### config.mk
export PLATFORM = sky130hd
export DESIGN_NAME = rst_release_seq
export DESIGN_NICKNAME = d
export VERILOG_FILES = /design/src/rtl/rst_seq_pkg.sv /design/src/rtl/rst_sync_n.sv /design/src/rtl/rst_release_seq.sv
export SDC_FILE = /design/constraint.sdc
export NUM_CORES = 1
export LEC_CHECK = 0
export BUFFER_PORTS_ARGS = -buffer_cell sky130_fd_sc_hd__buf_4
export CORE_MARGIN = 5
export CORE_UTILIZATION = 55
export DETAILED_ROUTE_END_ITERATION = 10
export PLACE_DENSITY = 0.75
export SETUP_SLACK_MARGIN = 0.05
export SYNTH_ARGS = -nofsm -noshare
export SYNTH_HDL_FRONTEND = slang
export SYNTH_HIERARCHICAL = 1
export SYNTH_SLANG_ARGS = --single-unit
### constraint.sdc
create_clock -name CLK -period 3.1 [get_ports CLK]
set_clock_uncertainty 0.1 [all_clocks]
set_input_delay 0.62 -clock CLK [delete_from_list [all_inputs] [get_ports CLK]]
set_output_delay 0.62 -clock CLK [all_outputs]
set_load 0.1 [all_outputs]
### src/rtl/rst_seq_pkg.sv
// Shared definitions for the reset release sequencer: FSM states, width
// helpers and the parameter legality check used at elaboration.
package rst_seq_pkg;

   // Sequencer states.
   typedef enum logic [2:0] {
      SYNC,
      REL,
      GAP,
      RUN,
      HOLD
   } seq_state_t;

   // Down-counter width: must hold the larger of the gap and hold loads.
   function automatic int cnt_width(input int gap_cycles, input int hold_cycles);
      int max_cycles;
      max_cycles = (gap_cycles > hold_cycles) ? gap_cycles : hold_cycles;
      return (max_cycles < 1) ? 1 : $clog2(max_cycles + 1);
   endfunction

   // Bank index width, never narrower than one bit.
   function automatic int idx_width(input int num_banks);
      return (num_banks < 2) ? 1 : $clog2(num_banks);
   endfunction

   // True when the parameter set respects the supported ranges.
   function automatic bit params_legal(input int num_banks, input int sync_stages,
                                       input int gap_cycles, input int hold_cycles);
      return (num_banks >= 1) && (num_banks <= 16) && (sync_stages >= 2) &&
             (gap_cycles >= 1) && (hold_cycles >= 1);
   endfunction

endpackage

### src/rtl/rst_sync_n.sv
// Async-assert, sync-release reset synchronizer. The output drops at once
// when rn falls and rises on the STAGES-th rising clk edge after rn rises.
module rst_sync_n #(
   parameter int STAGES = 2
) (
   input  logic clk,
   input  logic rn,
   output logic rn_sync
);

   logic [STAGES-1:0] sync_q;

   // Shift a constant one through the chain; rn clears every stage at once.
   // NOTE: sequential state uses non-blocking assignments so every stage
   // samples its neighbour's pre-edge value and the chain really shifts.
   always_ff @(posedge clk or negedge rn) begin
      if (!rn) begin
         sync_q <= '0;
      end else begin
         sync_q <= {sync_q[STAGES-2:0], 1'b1};
      end
   end

   assign rn_sync = sync_q[STAGES-1];

endmodule

### src/rtl/rst_release_seq.sv
// Reset release sequencer: asserts all bank resets immediately on RN,
// releases them one at a time GAP_CYCLES apart after RN is synchronized,
// and re-runs the release on a four-phase software reset handshake.
module rst_release_seq
   import rst_seq_pkg::*;
#(
   parameter int NUM_BANKS   = 4,
   parameter int SYNC_STAGES = 2,
   parameter int GAP_CYCLES  = 8,
   parameter int HOLD_CYCLES = 4
) (
   input  logic                 CLK,
   input  logic                 RN,
   input  logic                 SW_RST_REQ,
   output logic                 SW_RST_ACK,
   output logic [NUM_BANKS-1:0] BANK_RN,
   output logic                 DONE,
   output logic                 BUSY
);

   localparam int CNT_W = cnt_width(GAP_CYCLES, HOLD_CYCLES);
   localparam int IDX_W = idx_width(NUM_BANKS);

   localparam logic [CNT_W-1:0]     GAP_LOAD  = CNT_W'(GAP_CYCLES - 1);
   localparam logic [CNT_W-1:0]     HOLD_LOAD = CNT_W'(HOLD_CYCLES - 1);
   localparam logic [IDX_W-1:0]     LAST_IDX  = IDX_W'(NUM_BANKS - 1);
   localparam logic [NUM_BANKS-1:0] ONE_BANK  = NUM_BANKS'(1);

   if (!params_legal(NUM_BANKS, SYNC_STAGES, GAP_CYCLES, HOLD_CYCLES)) begin : g_param_check
      $error("rst_release_seq: parameter set out of supported range");
   end

   seq_state_t       state;
   logic [CNT_W-1:0] cnt;
   logic [IDX_W-1:0] idx;
   logic [IDX_W-1:0] nxt_idx;
   logic             sw_seq;
   logic             rn_sync;

   // The raw RN only reaches async clear pins; the FSM sees it through here.
   rst_sync_n #(
      .STAGES (SYNC_STAGES)
   ) u_rst_sync (
      .clk     (CLK),
      .rn      (RN),
      .rn_sync (rn_sync)
   );

   assign nxt_idx = idx + 1'b1;

   // Sequencer FSM with registered outputs. The cycle in SYNC where rn_sync
   // is already high plays the role of the first REL cycle, so bank 0 rises
   // one edge after T0; later banks are released straight from GAP so the
   // bank-to-bank and last-bank-to-DONE spacings are both GAP_CYCLES.
   // NOTE: every flop, outputs included, clears on RN so nothing can be
   // high while the chip reset is asserted; BUSY is the one preset bit.
   always_ff @(posedge CLK or negedge RN) begin
      if (!RN) begin
         state      <= SYNC;
         cnt        <= '0;
         idx        <= '0;
         sw_seq     <= 1'b0;
         BANK_RN    <= '0;
         DONE       <= 1'b0;
         BUSY       <= 1'b1;
         SW_RST_ACK <= 1'b0;
      end else begin
         case (state)
            SYNC: begin
               if (rn_sync) begin
                  idx     <= '0;
                  BANK_RN <= BANK_RN | ONE_BANK;
                  cnt     <= GAP_LOAD;
                  state   <= GAP;
               end
            end
            REL: begin
               BANK_RN <= BANK_RN | (ONE_BANK << idx);
               cnt     <= GAP_LOAD;
               state   <= GAP;
            end
            GAP: begin
               if (cnt != '0) begin
                  cnt <= cnt - 1'b1;
               end else if (idx == LAST_IDX) begin
                  DONE       <= 1'b1;
                  BUSY       <= 1'b0;
                  SW_RST_ACK <= sw_seq;
                  sw_seq     <= 1'b0;
                  state      <= RUN;
               end else begin
                  idx     <= nxt_idx;
                  BANK_RN <= BANK_RN | (ONE_BANK << nxt_idx);
                  cnt     <= GAP_LOAD;
               end
            end
            RUN: begin
               if (SW_RST_ACK) begin
                  if (!SW_RST_REQ) begin
                     SW_RST_ACK <= 1'b0;
                  end
               end else if (SW_RST_REQ) begin
                  BANK_RN <= '0;
                  DONE    <= 1'b0;
                  BUSY    <= 1'b1;
                  sw_seq  <= 1'b1;
                  cnt     <= HOLD_LOAD;
                  state   <= HOLD;
               end
            end
            HOLD: begin
               if (cnt == '0) begin
                  idx   <= '0;
                  state <= REL;
               end else begin
                  cnt <= cnt - 1'b1;
               end
            end
            default: begin
               state <= SYNC;
            end
         endcase
      end
   end

endmodule

# Word level (Yosys, flattened, before mapping)
# Cells that the tools add are included.
# totals
reg_bits	19
in_bits	3
out_inout_bits	7
wordCells	86
# classes
add_sub_neg	2
n_eq_ne	14
shift	2
mux	40
bitwise_logic	3
reduce_logical	15
# op_table
op	n
$mux 4	10
$reduce_and 6->1	4
$pmux 4 s5	1
$mux 3	6
$pmux 4 s4	1
$pmux 3 s5	1
$ne 2x2->1 const B	7
$mux 1	13
$reduce_and 5->1	2
$mux 2	4
$or 4x4->4	2
$reduce_bool 4->1	2
$shl 1x2->4 const A	2
$eq 3x2->1 const B	2
$pmux 1 s2	3
$pmux 2 s3	1
$reduce_bool 3->1	2
$reduce_bool 5->1	1
$logic_not 4->1	1
$sub 4x1->4 const B	1
$eq 3x1->1 const B	1
$eq 3x3->1 const B	1
$logic_not 3->1	1
$ne 3x3->1 const B	1
6 further kinds	6

# Depth between registers and ports, before layout
# Gate-level depths: netlist (run 1).
# depth
depth_word	6
mapped_depth	6
mapped_depth_nobuf	6

# Hierarchy
# The synthesis (run 1) kept the hierarchy.
# by_module_without_submodules
mod	n_inst	cells_each	area_each_um2	seq_area_each_um2
rst_release_seq	1	106	1039.7	426.7
rst_sync_n	1	3	53.8	50.0

# Least setup slack after synthesis (run 1)
# No wires, ideal clock.
# synth_timing
path_type	reg-to-reg
start	register SW_RST_ACK
end	register cnt[2]
setup_time_ns	0.131
arrival_time_ns	1.575
required_ns	2.869
slack_ns	1.294
path_stages_with_launch	5
path_buffers	0
synth_period_minus_slack_ns	1.806
path_cell_list	dfrtp_1 -> nor2b_1 -> o211a_2 -> o2111ai_2 -> nand4_1
# synth_via
elab_chain_len	2
# synth_lines
item	line_no	text
from (decl)	rst_release_seq.sv:15	output logic SW_RST_ACK,
from (signal assigned)	rst_release_seq.sv:88	SW_RST_ACK <= sw_seq;
$ne 2x2->1 (no source line)	n/a	
$reduce_and 6->1 (no source line)	n/a	
to (signal assigned)	rst_release_seq.sv:84	cnt <= cnt - 1'b1;
to (signal assigned)	rst_release_seq.sv:116	cnt <= cnt - 1'b1;
to (decl)	rst_release_seq.sv:34	logic [CNT_W-1:0] cnt;
# Every way passes these cells.
# A chain may end at the register's enable or synchronous reset.

# Worst setup path in the final report (run 1)
# layout_timing
start	register cnt[1]
end	register idx[0]
# layout_via
elab_chain_len	3
elab_cells_between_ends	5
classes_between	eq/ne (2); reduce/logical (3)
# layout_lines
item	line_no	text
$logic_not 4->1 / $reduce_bool 4->1 (equally long branches)	rst_release_seq.sv:112, rst_release_seq.sv:83	
$ne 2x2->1 (no source line)	n/a	
$reduce_and 5->1 (no source line) *	n/a	
to (signal assigned)	rst_release_seq.sv:92	idx <= nxt_idx;
to (decl)	rst_release_seq.sv:35	logic [IDX_W-1:0] idx;
# Mark *: on every way between the ends. The rest lies on a longest branch, timed or not.

==> results.sh, run 1 <==
export IMPL_status="complete, no violations"
export IMPL_grt_max_degree=20
export IMPL_fin_tns_setup_ns=0
export IMPL_drv_slew=0
export IMPL_htree_levels=1
export IMPL_drt_antenna_violating_nets=0
export IMPL_syn_area_mm2=0.00109
export IMPL_wl_per_cell_um=14.2
export IMPL_drt_wl_total_mm=2.06
export IMPL_areaGrowthSynthToFinish_pct=9.27
export IMPL_place_congestion=0.925
export IMPL_synthFlopType="dfrtp_1"
export IMPL_multiInputGateArea_um2=559
export IMPL_post_cts_resize_count=0
export IMPL_fmax_mhz=523
export IMPL_synth_edf_count=0
export IMPL_critPathArrivalTime_ns=2.01
export IMPL_clkLatencyLatePin_ns=0.30
export IMPL_path_clk_slew_ns=0.11
export IMPL_synthesis_nets=115
export IMPL_drc=0
export IMPL_synth_seq_cells=19
export IMPL_cts_buffers=3
export IMPL_worstSetupPathType="reg -> reg"
export IMPL_avgSynthCellArea_um2=10.0
export IMPL_final_seq_area_um2=477
export IMPL_hpwl_mm=1.54
export IMPL_end_kind="flip-flop"
export IMPL_slew_headroom_pct=56.4
export IMPL_cts_tree="built"
export IMPL_grt_pass1_wl_mm=3.45
export IMPL_required_ns=3.19
export IMPL_overflow=0
export IMPL_die_w_um=54.6
export IMPL_ctsLongestPathBuffers=2
export IMPL_finalCritPeriodShare_pct=61.7
export IMPL_yosysWarnings=6
export IMPL_antenna_cells=0
export IMPL_dr_total_vias=854
export IMPL_fin_nets=125
export IMPL_die_h_um=54.6
export IMPL_worst_slew_pin_slew_ns=0.654
export IMPL_row_count=16
export IMPL_synth_async_reset_ratio_pct=100
export IMPL_track_usage_pct=16.0
export IMPL_die_area_mm2=0.00298
export IMPL_antenna_found_initial=0
export IMPL_min_path_type="in -> async"
export IMPL_setup_violations=0
export IMPL_synthCells=109
export IMPL_port_buffers=9
export IMPL_cp_start_kind="flip-flop"
export IMPL_routed_via_density=5.89
export IMPL_drive_above_1_share_pct=19.5
export IMPL_fin_crit_ns=1.91
export IMPL_yosysSeqAreaShare_pct=43.6
export IMPL_grt_pass1_vias=799
export IMPL_synthDistinctLibCells=44
export IMPL_rsz0062_at_grt="false"
export IMPL_post_cts_setup_buffers=0
export IMPL_critPathMaxFanout=6
export IMPL_hold_viol=0
export IMPL_drtPass1Iterations=4
export IMPL_cap_violations=0
export IMPL_cts_sinks=19
export IMPL_root_buffer="clkbuf_4"
export IMPL_drt_iter0_markers=13
export IMPL_ctsHoldBuffers=0
export IMPL_ioPinCount=10
export IMPL_start_util_pct=56.9
export IMPL_fill_cells=164
export IMPL_coreArea_mm2=0.00192
cell usage in the layout (no fill, tap or decap), drive strengths merged, types with 2 or more instances in the layout:
master / Yosys / final
dfrtp: 18 / 18
nand2: 10 / 10
buf: 3 / 9
inv: 8 / 8
nor2: 6 / 6
a21oi: 5 / 5
o21ai: 5 / 5
nor3: 4 / 4
nor2b: 4 / 4
o31ai: 4 / 4
nand3: 3 / 3
mux2i: 3 / 3
ha: 3 / 3
clkbuf: 1 / 3
nor3b: 3 / 3
nand2b: 2 / 2
a21o: 2 / 2
and3b: 2 / 2
nand4: 2 / 2
a22oi: 2 / 2
a211oi: 2 / 2
o211ai: 2 / 2
cells in the mapped netlist, drive strengths merged (2+ instances only):
cell type	instances	area share, %
nand4	2	1.1
o211ai	2	1.8
nor3	4	1.8
a22oi	2	1.4
nand2	10	3.4
dfrtp	18	41
and3b	2	1.6
inv	8	2.7
o31ai	4	2.7
ha	3	3.4
mux2i	3	2.7
nand3	3	1.4
buf	3	2.2
a211oi	2	1.8
a21oi	5	2.6
nor2	6	2.1
nand2b	2	1.1
a21o	2	1.4
nor2b	4	2.3
o21ai	5	2.3
nor3b	3	4.1
through the flow:
step	setup slack, ns	std cells	instance area (µm²)	utilization, %	hold slack, ns
finish	1.19	145	1190	62.2	0.0633
global route	1.05	145	1190	62.2	0.0686
CTS	1.19	145	1190	62.2	0.0737
detailed placement	1.19	141	1170	60.7	0.235
global placement	1.26	141	1170	60.7	0.238
floorplan	1.29	109	1090	-	0.224
state kept, by name (all words and copies together), names as in the netlist:
register / count
idx: 2
BUSY: 1
BANK_RN: 4
cnt: 4
DONE: 1
state: 3
SW_RST_ACK: 1
sw_seq: 1
u_rst_sync/sync_q: 2
cells by family after synthesis:
family | synth area share [%]
compound gates | 21.3
flops | 43.6
mux | 3.78
simple gates | 22.3
other cells | 0.343
fa+ha+maj | 3.43
buf+inv | 5.26
path summary, 6_finish.rpt:
check | start | end | slack (ns) | cells past startpoint
setup / recovery | cnt[1] | idx[0] | 1.19 | 6
max in group asynchronous | RN | BUSY | 2.56 | 1
setup reg to reg | cnt[1] | idx[0] | 1.19 | 6
hold reg to reg | u_rst_sync/sync_q[0] | u_rst_sync/sync_q[1] | 0.26 | 0
min in group CLK | u_rst_sync/sync_q[0] | u_rst_sync/sync_q[1] | 0.26 | 0
hold / removal | RN | idx[1] | 0.06 | 1
critical path, stage by stage (launching register included):
cell and delay (ns):
dfrtp_1 0.40, inv_1 0.08, ha_1 0.20, nor3b_4 0.35
o21ai_1 0.14, a21oi_2 0.20, mux2_1 0.34
layer usage:
layer | part of all wire, % | GRT usage [%] | routed length, µm
met4 | 0.83 | 5.39 | 17
met1 | 48 | 23.1 | 986
met2 | 46 | 23.4 | 949
met5 | 0 | 0 | 0
met3 | 5.1 | 3.54 | 104
final cells by class:
type	instances	share of cell area (%)
clock buffer	3	1.88
tap	27	2.83
timing repair buffer	9	5.65
clock inverter	1	0.419
multi-input combinational	78	46.8
inverter	8	2.51
sequential	19	39.9
Power of run 1 is not shown: default switching activity piles up to over one toggle a cycle in this logic, so the estimate is an artifact.
==> run 2: changes to the inputs <==
ABC_AREA = 1   (was not set)
CORE_UTILIZATION = 51   (was 55)
PLACE_DENSITY = 0.73   (was 0.75)
clock period = 1.6 ns   (was 3.1 ns; I/O delays follow)
==> run 2 against run 1 <==
  * Sequential cell count unchanged
  * Final cell count up 33%
  * Sequential share of layout area down 4.1 points
  * Critical path depth up 2
  * Count of clock-buffer cells in the layout did not move
  * Worst setup slack worse by 1.1 ns
==> results.sh, run 2 <==
export IMPL_path_cells="nand2_4 > nor2_4 > ha_4 > inv_2 > nand2_1 > nand2_1 > nand3_1 > o21ai_1"
export IMPL_grt_max_degree=20
export IMPL_reg2reg_slack_ns=0.06
export IMPL_yosysSeqAreaShare_pct=44.1
export IMPL_synth_area_leader_cell="dfrtp_1"
export IMPL_drc=0
export IMPL_hold_viol=0
export IMPL_track_usage_pct=16.3
export IMPL_root_buffer="clkbuf_4"
export IMPL_worstSetupPathType="reg -> reg"
export IMPL_htree_levels=1
export IMPL_layout_commonest_cell="nand2_1"
export IMPL_crit_end="BANK_RN[3]"
export IMPL_place_congestion=0.892
export IMPL_cap_violations=0
export IMPL_min_path_type="reg -> reg"
export IMPL_drt_wl_total_mm=2.54
export IMPL_critPathArrivalTime_ns=1.67
export IMPL_rr_startpoint="state[1]"
export IMPL_wl_per_cell_um=13.2
export IMPL_routed_via_density=5.26
export IMPL_synth_seq_cells=19
export IMPL_port_buffers=9
export IMPL_syn_area_mm2=0.00108
export IMPL_die_area_mm2=0.00314
export IMPL_cp_depth=8
export IMPL_grt_pass1_vias=982
export IMPL_antenna_cells=0
export IMPL_fmax_mhz=651
export IMPL_yosysWarnings=6
export IMPL_cp_start_kind="flip-flop"
export IMPL_ys_top_cells_by_area="dfrtp_1 (42%), nand2_1 (15%), inv_1 (6.9%)"
export IMPL_rsz0062_at_grt="true"
export IMPL_synthDistinctLibCells=23
export IMPL_critPathTopFamily="simple AND/OR/NAND/NOR gates"
export IMPL_synthMostInstantiatedCell="nand2_1"
export IMPL_drt_iter0_markers=23
export IMPL_cts_tree="built"
export IMPL_hold_depth=0
export IMPL_fin_nets=173
export IMPL_drt_antenna_violating_nets=0
export IMPL_hold_start="u_rst_sync/sync_q[0]"
export IMPL_reg2reg_to="BANK_RN[3]"
export IMPL_overflow=0
export IMPL_slowest_stage="dfrtp_1"
export IMPL_synthCells=146
export IMPL_start_util_pct=54.5
export IMPL_grt_pass1_wl_mm=4.13
export IMPL_final_cell_mix="nand2_1 (37), dfrtp_1 (16), inv_1 (15)"
export IMPL_cts_buffers=3
export IMPL_synth_common_cells="nand2_1 (42), inv_1 (20), dfrtp_1 (18), nor2_1 (13), o21ai_0 (11)"
export IMPL_end_kind="flip-flop"
export IMPL_antenna_found_initial=0
export IMPL_coreArea_mm2=0.00198
export IMPL_ioPinCount=10
export IMPL_ctsLongestPathBuffers=2
export IMPL_clkLatencyLatePin_ns=0.31
export IMPL_die_w_um=56.0
export IMPL_r2r_cells=8
export IMPL_critPathMaxStageDelay_ns=0.48
export IMPL_drtPass1Iterations=4
export IMPL_critPathMaxFanout=8
export IMPL_row_count=16
export IMPL_drv_slew=0
export IMPL_cts_sinks=19
export IMPL_synth_edf_count=0
export IMPL_required_ns=1.74
export IMPL_setup_violations=0
export IMPL_finalCritPeriodShare_pct=96.0
export IMPL_fin_crit_ns=1.54
export IMPL_hpwl_mm=1.80
export IMPL_die_h_um=56.0
export IMPL_biggestRegsByFlops="BANK_RN (4), cnt (4), state (3)"
export IMPL_cp_common_cell="nand2_1"
export IMPL_areaGrowthSynthToFinish_pct=23.8
export IMPL_drive_above_1_share_pct=29.5
export IMPL_synthFlopType="dfrtp_1"
export IMPL_dr_total_vias=1015
export IMPL_post_cts_setup_buffers=0
export IMPL_crit_start="state[1]"
export IMPL_avgSynthCellArea_um2=7.40
export IMPL_crit_buf_inv=1
export IMPL_synth_async_reset_ratio_pct=100
export IMPL_path_clk_slew_ns=0.12
export IMPL_status="complete, no violations"
export IMPL_yosysTopAreaCellShare_pct=41.7
export IMPL_fin_tns_setup_ns=0
export IMPL_synthesis_nets=152
==> run 2: cell types whose count changed after synthesis, moves of 3 or more <==
cell     before  now
nor2b_1       4    0
inv_1         8   20
nor2_1        6   13
nor3_1        4    0
o21ai_0       2   11
mux2i_1       3    0
o31ai_1       4    0
nand2_2       0    3
nand2_1      10   42
nand3_1       3   10
==> run 2: cells by family (layout without fill, tap and decap cells) <==
family	Yosys count	count (layout)	share of synthesized area (%)
AOI/OAI and AO/OA	23	23	11.3
and+or+nand+nor	76	76	31.5
adders and majority gates	3	3	3.47
DFF	19	19	44.1
other	1	1	0.347
xor gates and xnor gates	2	2	1.62
buffers and inverters	22	42	7.64
==> run 2: worst min path at each step <==
stage	to	slack (ns)
CTS	u_rst_sync/sync_q[1]	0.26
finish	u_rst_sync/sync_q[1]	0.26
floorplan	BANK_RN[0]	-0.08
global placement	cnt[0]	0.11
detailed placement	idx[1]	0.11
global route	u_rst_sync/sync_q[1]	0.27
==> run 2: layout make-up <==
| type | instances | area, µm² |
|---|---|---|
| multi-input combinational | 105 | 586 |
| tap | 27 | 33.8 |
| clock buffer | 3 | 22.5 |
| fill | 180 | 643 |
| timing repair buffer | 16 | 130 |
| inverter | 22 | 82.6 |
| clock inverter | 1 | 5.00 |
| sequential | 19 | 479 |
==> run 2: timing repair <==
action,CTS,global route
resized for setup,4,22
endpoints found under the hold margin,18,0
hold buffers,1,0
endpoints found under the setup margin,7,15
pin swaps,0,5
==> run 2: per-stage QoR <==
| step | setup WS [ns] | cells | cell area (µm²) | util [%] | hold WS [ns] |
|---|---|---|---|---|---|
| floorplan | 0.108 | 146 | 1080 | - | -0.0756 |
| CTS | 0.0457 | 193 | 1270 | 64.3 | 0.264 |
| detailed placement | 0.0176 | 188 | 1230 | 62.0 | 0.110 |
| global route | -0.0425 | 193 | 1340 | 67.6 | 0.271 |
| global placement | 0.0128 | 188 | 1230 | 62.0 | 0.108 |
| finish | 0.0636 | 193 | 1340 | 67.6 | 0.263 |
==> run 2: routing by layer <==
metal / vias up / track usage [%] / part of all wire (%)
met5: - / 0 / 0
met3: 9 / 3.48 / 3.7
li1: 504 / - / -
met1: 478 / 21.9 / 47
met4: 0 / 7.12 / 2.4
met2: 24 / 25.2 / 47
Power of run 2 is left out for the same reason.
==> run 3: changes to the inputs <==
SETUP_SLACK_MARGIN = 0.2   (was 0.05)
==> run 3 against run 2 <==
  * Sequential share of layout area fell by 3.7 points
  * Maximum frequency fell by 0.27%
  * Worst setup slack got worse by 0.0042 ns
  * Critical endpoint unchanged
==> results.sh, run 3 (synthesis gave the netlist of run 2 again) <==
export IMPL_status="complete, no violations"
export IMPL_grt_pass1_vias=1008
export IMPL_biggestRegsByFlops="BANK_RN (4), cnt (4), state (3)"
export IMPL_multiInputGateArea_um2=639
export IMPL_post_route_cell_area_mm2=0.00151
export IMPL_drtPass1Iterations=4
export IMPL_critPathArrivalTime_ns=1.68
export IMPL_clkLatencyLatePin_ns=0.30
export IMPL_start_util_pct=54.5
export IMPL_drt_iter0_markers=31
export IMPL_busiest_layer="met2"
export IMPL_final_seq_area_um2=484
export IMPL_place_congestion=0.992
export IMPL_drt_wl_total_mm=2.70
export IMPL_end_kind="flip-flop"
export IMPL_worstSetupPathType="reg -> reg"
export IMPL_fin_tns_setup_ns=0
export IMPL_fin_crit_ns=1.54
export IMPL_cts_tree="built"
export IMPL_critPathMaxFanout=7
export IMPL_crit_start="state[2]"
export IMPL_layout_commonest_cell="nand2_1"
export IMPL_grt_max_degree=20
export IMPL_rsz0062_at_grt="true"
export IMPL_die_w_um=56.0
export IMPL_fmax_mhz=649
export IMPL_cp_start_kind="flip-flop"
export IMPL_drc=0
export IMPL_placed_cell_area_mm2=0.00124
export IMPL_hold_start="u_rst_sync/sync_q[0]"
export IMPL_die_area_mm2=0.00314
export IMPL_die_h_um=56.0
export IMPL_overflow=0
export IMPL_final_cell_mix="nand2_1 (32), inv_1 (16), dfrtp_1 (14), buf_4 (14), nand2_2 (10)"
export IMPL_setup_violations=0
export IMPL_antenna_found_initial=0
export IMPL_fill_cells=137
export IMPL_coreArea_mm2=0.00198
export IMPL_grt_use_met1_pct=24.2
export IMPL_hold_viol=0
export IMPL_cap_violations=0
export IMPL_row_count=16
export IMPL_root_buffer="clkbuf_4"
export IMPL_met2_usage_pct=29.4
export IMPL_required_ns=1.74
export IMPL_met3_usage_pct=1.86
export IMPL_hpwl_mm=1.80
export IMPL_areaGrowthSynthToFinish_pct=39.4
export IMPL_cts_sinks=19
export IMPL_grt_pass1_wl_mm=4.55
export IMPL_finalCritPeriodShare_pct=96.3
export IMPL_final_util_pct=76.0
export IMPL_drv_slew=0
export IMPL_min_path_type="reg -> reg"
export IMPL_rr_startpoint="state[2]"
export IMPL_ioPinCount=10
export IMPL_routed_via_density=5.18
export IMPL_track_usage_pct=18.0
export IMPL_cts_buffers=3
export IMPL_fin_nets=181
export IMPL_drt_antenna_violating_nets=0
export IMPL_drive_above_1_share_pct=39.7
export IMPL_antenna_cells=0
export IMPL_htree_levels=1
export IMPL_ctsLongestPathBuffers=2
export IMPL_port_buffers=9
export IMPL_wl_per_cell_um=13.4
export IMPL_path_clk_slew_ns=0.11
export IMPL_dr_total_vias=1042
## run 3: final timing paths
check / to / slack (ns) / depth (start not counted)
worst max-delay path: BANK_RN[3] / 0.06 / 9
worst min-delay path: u_rst_sync/sync_q[1] / 0.27 / 0
worst max register to register: BANK_RN[3] / 0.06 / 9
worst min register to register: u_rst_sync/sync_q[1] / 0.27 / 0
max in group asynchronous: BUSY / 0.83 / 2
min in group asynchronous: idx[0] / 0.31 / 2
## run 3: routing by layer
metal / share of wire, % / wire length [µm]
met4: 1.4 / 37
met2: 51 / 1370
met1: 44 / 1180
met3: 4.3 / 117
met5: 0 / 0
## run 3: layout make-up
| cell class | count | area share [%] |
|---|---|---|
| tap | 27 | 2.24 |
| timing repair buffer | 24 | 15.5 |
| clock buffer | 3 | 1.50 |
| sequential | 19 | 32.1 |
| inverter | 22 | 5.81 |
| multi-input combinational | 105 | 42.4 |
| clock inverter | 1 | 0.332 |
## run 3: stage by stage
stage               hold slack [ns]  instances  setup WS (ns)
floorplan                   -0.0756        146          0.109
global route                  0.274        201        -0.0582
CTS                           0.269        198         0.0946
global placement              0.108        187       -0.00702
detailed placement            0.109        187        0.00599
finish                        0.265        201         0.0594
## run 3: repair_timing
item / 4_1_cts / 5_1_grt
setup endpoints to repair: 19 / 22
gates resized for setup: 29 / 20
pin swaps: 7 / 9
endpoints found under the hold margin: 18 / 0
hold buffers: 1 / 0
buffers inserted: 6 / 3
## run 3: critical path, stage by stage, from the launching register on
cell and delay [ns]:
dfrtp_1 0.41, inv_2 0.08, nand2_4 0.06, nor2_4 0.24, ha_4 0.26, inv_4 0.05
nand2_2 0.04, nand2_1 0.06, nand3_1 0.07, o21ai_1 0.09
Power of run 3 is left out for the same reason.
